### config.mk
export PLATFORM = sky130hd
export DESIGN_NAME = servant_gpio_bank
export DESIGN_NICKNAME = d
export VERILOG_FILES = /design/src/rtl/servant_gpio_pkg.sv /design/src/rtl/servant_gpio_port.sv /design/src/rtl/servant_gpio_bank.sv
export SDC_FILE = /design/constraint.sdc
export NUM_CORES = 2
export LEC_CHECK = 0
export ABC_AREA = 1
export BUFFER_PORTS_ARGS = -buffer_cell sky130_fd_sc_hd__buf_2
export CELL_PAD_IN_SITES_DETAIL_PLACEMENT = 1
export CELL_PAD_IN_SITES_GLOBAL_PLACEMENT = 2
export CORE_ASPECT_RATIO = 0.7
export CORE_UTILIZATION = 34
export CTS_CLUSTER_DIAMETER = 120
export DETAILED_ROUTE_END_ITERATION = 10
export PLACE_DENSITY = 0.88
export SYNTH_ARGS = -nofsm -noshare
export SYNTH_HDL_FRONTEND = slang
export SYNTH_SLANG_ARGS = --single-unit
### constraint.sdc
create_clock -name i_clk -period 2 [get_ports i_clk]
set_input_delay 0.1 -clock i_clk [delete_from_list [all_inputs] [get_ports i_clk]]
set_output_delay 0.1 -clock i_clk [all_outputs]
set_load 0.05 [all_outputs]
### src/rtl/servant_gpio_pkg.sv
// Shared register map and address field layout for the servant GPIO bank.
// Imported by the bank top and its per-port register block.
package servant_gpio_pkg;

    localparam int MAX_PORTS    = 16;
    localparam int ADR_REG_LSB  = 2;
    localparam int ADR_PORT_LSB = 5;

    typedef enum logic [2:0] {
        REG_OUT  = 3'd0,
        REG_SET  = 3'd1,
        REG_CLR  = 3'd2,
        REG_IN   = 3'd3,
        REG_EN   = 3'd4,
        REG_PEND = 3'd5,
        REG_EDGE = 3'd6,
        REG_RSVD = 3'd7
    } gpio_reg_e;

endpackage

### src/rtl/servant_gpio_port.sv
// One GPIO port: OUT/IN/IRQ_EN/IRQ_PEND/EDGE_SEL registers,
// per-bit edge detection and the port's read mux.
module servant_gpio_port
    import servant_gpio_pkg::*;
#(
    parameter int               WIDTH     = 32,
    parameter logic [WIDTH-1:0] OUT_RESET = '0
) (
    input  logic             clk,
    input  logic             rst_n,
    input  logic             wr,
    input  logic [2:0]       sel,
    input  logic [WIDTH-1:0] wdat,
    input  logic             in_upd,
    input  logic [WIDTH-1:0] in_val,
    output logic [WIDTH-1:0] out,
    output logic [31:0]      rdata,
    output logic             irq
);

    gpio_reg_e        reg_sel;
    logic [WIDTH-1:0] out_q;
    logic [WIDTH-1:0] in_q;
    logic [WIDTH-1:0] en_q;
    logic [WIDTH-1:0] pend_q;
    logic [WIDTH-1:0] edge_q;
    logic [WIDTH-1:0] hit_q;
    logic [WIDTH-1:0] w1c;

    assign reg_sel = gpio_reg_e'(sel);
    assign w1c     = (wr && reg_sel == REG_PEND) ? wdat : '0;

    always_ff @(posedge clk) begin
        if (!rst_n) begin
            out_q  <= OUT_RESET;
            in_q   <= '0;
            en_q   <= '0;
            pend_q <= '0;
            edge_q <= '0;
            hit_q  <= '0;
        end else begin
            if (wr) begin
                unique case (reg_sel)
                    REG_OUT:  out_q  <= wdat;
                    REG_SET:  out_q  <= out_q | wdat;
                    REG_CLR:  out_q  <= out_q & ~wdat;
                    REG_EN:   en_q   <= wdat;
                    REG_EDGE: edge_q <= wdat;
                    default:  ;
                endcase
            end
            if (in_upd) begin
                in_q  <= in_val;
                hit_q <= (edge_q & in_q & ~in_val) |
                         (~edge_q & ~in_q & in_val);
            end else begin
                hit_q <= '0;
            end
            // A fresh hit beats a concurrent W1C on the same bit
            pend_q <= (pend_q & ~w1c) | (hit_q & en_q);
        end
    end

    always_comb begin
        rdata = '0;
        unique case (reg_sel)
            REG_OUT:  rdata[WIDTH-1:0] = out_q;
            REG_IN:   rdata[WIDTH-1:0] = in_q;
            REG_EN:   rdata[WIDTH-1:0] = en_q;
            REG_PEND: rdata[WIDTH-1:0] = pend_q;
            REG_EDGE: rdata[WIDTH-1:0] = edge_q;
            default:  rdata = '0;
        endcase
    end

    assign out = out_q;
    assign irq = |pend_q;

endmodule

### src/rtl/servant_gpio_bank.sv
// Parametrised GPIO bank on the servant ext bus: bus decode and ack,
// input-clock synchroniser, output-update strobe, NPORTS port blocks.
module servant_gpio_bank
    import servant_gpio_pkg::*;
#(
    parameter int               NPORTS      = 9,
    parameter int               WIDTH       = 32,
    parameter logic [WIDTH-1:0] OUT_RESET   = '0,
    parameter int               SYNC_STAGES = 2
) (
    input  logic                    i_clk,
    input  logic                    i_rst_n,
    input  logic [31:0]             i_wb_adr,
    input  logic [31:0]             i_wb_dat,
    input  logic                    i_wb_we,
    input  logic                    i_wb_cyc,
    output logic [31:0]             o_wb_rdt,
    output logic                    o_wb_ack,
    output logic [NPORTS*WIDTH-1:0] o_gpio_out,
    output logic                    o_gpio_out_clk,
    input  logic [NPORTS*WIDTH-1:0] i_gpio_in,
    input  logic                    i_gpio_in_clk,
    output logic                    o_irq,
    output logic [NPORTS-1:0]       o_irq_port
);

    logic [3:0]             port_idx;
    logic [2:0]             reg_sel;
    logic                   port_ok;
    logic                   ack_q;
    logic [31:0]            rdt_q;
    logic                   wr_en;
    logic                   wr_out;
    logic                   strobe_q;
    logic                   out_clk_q;
    logic [SYNC_STAGES-1:0] sync_q;
    logic                   sync_last_q;
    logic                   in_upd;
    logic [31:0]            rd [NPORTS];
    logic [31:0]            rd_sel;
    logic                   unused_bits;

    assign port_idx = i_wb_adr[ADR_PORT_LSB +: 4];
    assign reg_sel  = i_wb_adr[ADR_REG_LSB +: 3];
    assign port_ok  = {1'b0, port_idx} < 5'(NPORTS);
    assign wr_en    = i_wb_cyc & ack_q & i_wb_we & port_ok;
    assign wr_out   = wr_en & (reg_sel == REG_OUT ||
                               reg_sel == REG_SET ||
                               reg_sel == REG_CLR);

    assign unused_bits = ^{i_wb_adr[31:9], i_wb_adr[1:0], i_wb_dat};

    always_ff @(posedge i_clk) begin
        if (!i_rst_n) begin
            ack_q     <= 1'b0;
            rdt_q     <= '0;
            strobe_q  <= 1'b0;
            out_clk_q <= 1'b0;
        end else begin
            ack_q     <= i_wb_cyc & ~ack_q;
            rdt_q     <= (i_wb_cyc & ~ack_q) ? rd_sel : '0;
            strobe_q  <= wr_out;
            out_clk_q <= strobe_q;
        end
    end

    // Input clock is asynchronous; its rising edge after sync loads IN
    always_ff @(posedge i_clk) begin
        if (!i_rst_n) begin
            sync_q      <= '0;
            sync_last_q <= 1'b0;
        end else begin
            sync_q      <= {sync_q[SYNC_STAGES-2:0], i_gpio_in_clk};
            sync_last_q <= sync_q[SYNC_STAGES-1];
        end
    end

    assign in_upd = sync_q[SYNC_STAGES-1] & ~sync_last_q;

    for (genvar p = 0; p < NPORTS; p++) begin : g_port
        servant_gpio_port #(
            .WIDTH     (WIDTH),
            .OUT_RESET (OUT_RESET)
        ) u_port (
            .clk    (i_clk),
            .rst_n  (i_rst_n),
            .wr     (wr_en && port_idx == 4'(p)),
            .sel    (reg_sel),
            .wdat   (i_wb_dat[WIDTH-1:0]),
            .in_upd (in_upd),
            .in_val (i_gpio_in[p*WIDTH +: WIDTH]),
            .out    (o_gpio_out[p*WIDTH +: WIDTH]),
            .rdata  (rd[p]),
            .irq    (o_irq_port[p])
        );
    end

    always_comb begin
        rd_sel = '0;
        for (int p = 0; p < NPORTS; p++) begin
            if (port_idx == 4'(p)) rd_sel = rd[p];
        end
    end

    assign o_wb_ack       = ack_q;
    assign o_wb_rdt       = rdt_q;
    assign o_gpio_out_clk = out_clk_q;
    assign o_irq          = |o_irq_port;

endmodule

==> qor.txt <==
number of I/O pins = 689
die area = 224,000 µm²
RSZ-0062 raised after global routing = true
status = complete, but fails checks
Die Width = 565 µm
area leader, netlist = dfxtp_1
Most Used Layer, Global Route = met1
Yosys top cell area share = 46.9%
yosys warns = 0
CTS buffer count = 193
crit path capture type = output pin
initial antenna violation count = 68
Via density = 6.20
worst-margin pin slew = 0.954 ns
PwrDens = 798 nW/µm²
Setup WS post-layout = -1.02 ns
Congestion Overflow GR = 0
# Max-Cap Violations = 0
Final Hold Vio Count = 0
vias in the first global route = 87,400
setup tns final = -10.25 ns
Root Buffer = clkbuf_16
synthesized area = 75,400 µm²
DRC viols = 0
CTS tree = done
pin count of the biggest net entering global routing = 139
Mapped Cells = 10,200
GR Layer Usage met3 = 17.0%
Clock Tree Buf Depth = 4
clock sink total = 1,766
hold endpoint = g_port[1].u_port.in_q[24]
port bufs = 663
filler cell count = 26,600
routability congestion estimate = 1.05
hold path start = i_gpio_in[56]
area growth from synthesis to layout = 36.8%
ys async rst share = 0%
Worst Path Required = 1.90 ns
Peak Freq = 0.331 GHz
worst clock skew = 0.0412 ns
Chip Height = 396 µm
layout cell share with drive strength beyond 1 = 21.8%
peak supply drop = 0.670 mV
Mapped Nets = 10,600
GR Util met1 = 60.4%
Seq/Total Area, Yosys = 46.9%
period utilization = 151%
Iteration-0 DRC Markers = 14,700
minimum clock period after layout = 3.02 ns
number of flops mapped to enable cells by yosys = 0
startpoint types = flop
ys flop type = dfxtp_1
row cnt = 144
worst hold-check path type = input pin to flop
Skew-Pair Late Insertion Delay = 0.89 ns
Avg Inst Size Synth = 7.38 µm²
first-pass GRT wire length = 699,000 µm
CP max FO = 2
Setup violations, final = 120
Reg-to-Reg Start = g_port[1].u_port.out[30]
Hold Path Depth = 4
Seq cells post-synth = 1,766
M2 GR Usage = 58.0%
Vias = 93,100
final wirelength = 522,000 µm
post-DP HPWL = 376,000 µm
post-route cell area = 103,000 µm²
Initial Util = 34.2%
Post-DP Area = 91,600 µm²
Slew headroom = 35.9%
Area contributors post-synth = dfxtp_1 (47%), a21oi_1 (10%), o21ai_0 (9.1%)
CP arrival = 2.92 ns
violated checks = negative setup slack
P_leak = 41.5 nW
register area = 35,400 µm²
antenna-violating nets left = 0
FF-to-FF setup slack = -0.43 ns
area of the multi-input gates = 35,400 µm²
CORE AREA = 220,000 µm²
crit path kind = flop to output pin
worst reg-to-reg path cell count = 9
Wirelength per Cell = 34.8 µm
total track usage = 44.4%
H-tree depth = 4
TritonRoute pass-1 iters = 7
max-slew violations = 0
Final nets = 12,300
r2r endpoint = o_wb_rdt[30]
Cell variety after synth = 36
Worst-path clk slew = 0.06 ns
-- where the power goes --
group / leakage [nW] / switching (mW) / internal [mW]
clock network: 3.10 / 16.2 / 21.0
logic: 24.1 / 6.46 / 2.65
registers: 14.3 / 0.386 / 35.6
-- critical path, cell delays in order, from the launching register on --
cell,delay (ns)
dfxtp_2,0.32
inv_2,0.08
nand4_1,0.28
nor4_1,0.28
buf_4,0.16
nand4_1,0.21
nor2_1,0.18
buf_4,0.15
nand3_1,0.10
buf_6,0.16
buf_12,0.15
-- worst max path at each step --
| stage | startpoint | to | slack (ns) | depth (start not counted) |
|---|---|---|---|---|
| floorplan | o_wb_ack | g_port[2].u_port.out[30] | 0.13 | 6 |
| global placement | i_wb_adr[2] | o_wb_rdt[0] | -1.42 | 15 |
| detailed placement | i_wb_adr[2] | o_wb_rdt[0] | -1.40 | 15 |
| CTS | g_port[2].u_port.pend_q[2] | o_irq | -0.94 | 10 |
| global route | g_port[3].u_port.pend_q[30] | o_irq | -0.99 | 10 |
| finish | g_port[7].u_port.pend_q[15] | o_irq | -1.02 | 10 |
-- synth_stat cells (all sizes together) (64+ instances only) --
cell and count:
inv 607, nor2 989, nand4 244, o21a 188, o21ai 1398, nand3 532, dfxtp 1766, a221oi 64
nand2 1303, a211oi 217, nor3 238, a21oi 1543, clkbuf 668, buf 171
-- kinds of logic (layout without fill, tap and decap cells) --
family	Yosys count	in the layout	synth area share, %
DFF	1766	1766	46.9
other	0	35	0
and+or+nand+nor	3391	3391	19.5
buffers and inverters	1464	3293	7.56
AOI/OAI and AO/OA	3592	3592	26.1
-- what timing repair did --
| action | CTS | global route |
|---|---|---|
| pin swaps | 55 | 89 |
| cloned | 2 | 14 |
| buffers inserted | 18 | 16 |
| setup endpoints to repair | 786 | 586 |
| gates resized for setup | 188 | 255 |
| hold endpoints to repair | 1134 | 0 |
| hold buffers | 326 | 0 |
-- per-layer routing --
layer  up-vias  wire [µm]
met5         -        249
met4        36      38400
met3      1323      78900
met2      6728     196000
met1     46400     209000
li1      38600          -
-- placed cells by master, fill, tap and decap left out, types with 46 or more instances in the layout --
| master | count |
|---|---|
| dfxtp_1 | 1715 |
| dfxtp_2 | 47 |
| buf_4 | 1073 |
| nand3_1 | 512 |
| a211oi_1 | 214 |
| nor2_2 | 56 |
| buf_12 | 216 |
| o22ai_1 | 52 |
| buf_2 | 649 |
| o21ai_0 | 1278 |
| o211ai_1 | 61 |
| o21a_1 | 188 |
| clkbuf_16 | 208 |
| dlygate4sd3_1 | 326 |
| nand4_1 | 243 |
| nand2_1 | 1261 |
| a221oi_1 | 60 |
| a21oi_1 | 1538 |
| o21ai_1 | 105 |
| inv_1 | 566 |
| nor2_1 | 902 |
| clkbuf_1 | 46 |
| nor3_1 | 227 |
-- through the flow --
stage	cells	total power, mW	hold WS, ns	setup slack, ns	utilization (%)
3_5_place_dp	14300	44.6	0.306	-1.40	41.6
4_1_cts	14900	81.5	0.00140	-0.938	46.3
5_1_grt	15000	83.4	0.0532	-0.991	46.8
2_1_floorplan	10200	39.2	0.198	0.131	-
6_report	15000	82.3	0.0344	-1.02	46.8
3_3_place_gp	14300	44.4	0.290	-1.42	41.6
-- area by class of cell --
type	instances	share of cell area, %
timing repair buffer	2327	19.3
clock buffer	287	5.54
multi-input combinational	6983	34.3
clock inverter	54	0.550
sequential	1766	34.4
tap	2920	3.54
antenna	35	0.0849
inverter	625	2.31
-- registers in the layout, indices dropped and copies added (netlist names), 2 cells and up --
| register | flops |
|---|---|
| sync_q | 2 |
| g_port.u_port.pend_q | 288 |
| o_wb_rdt | 32 |
| g_port.u_port.en_q | 288 |
| g_port.u_port.hit_q | 288 |
| g_port.u_port.edge_q | 288 |
| g_port.u_port.out | 288 |
| g_port.u_port.in_q | 288 |
No activity file was read; power rests on OpenSTA's default activity.
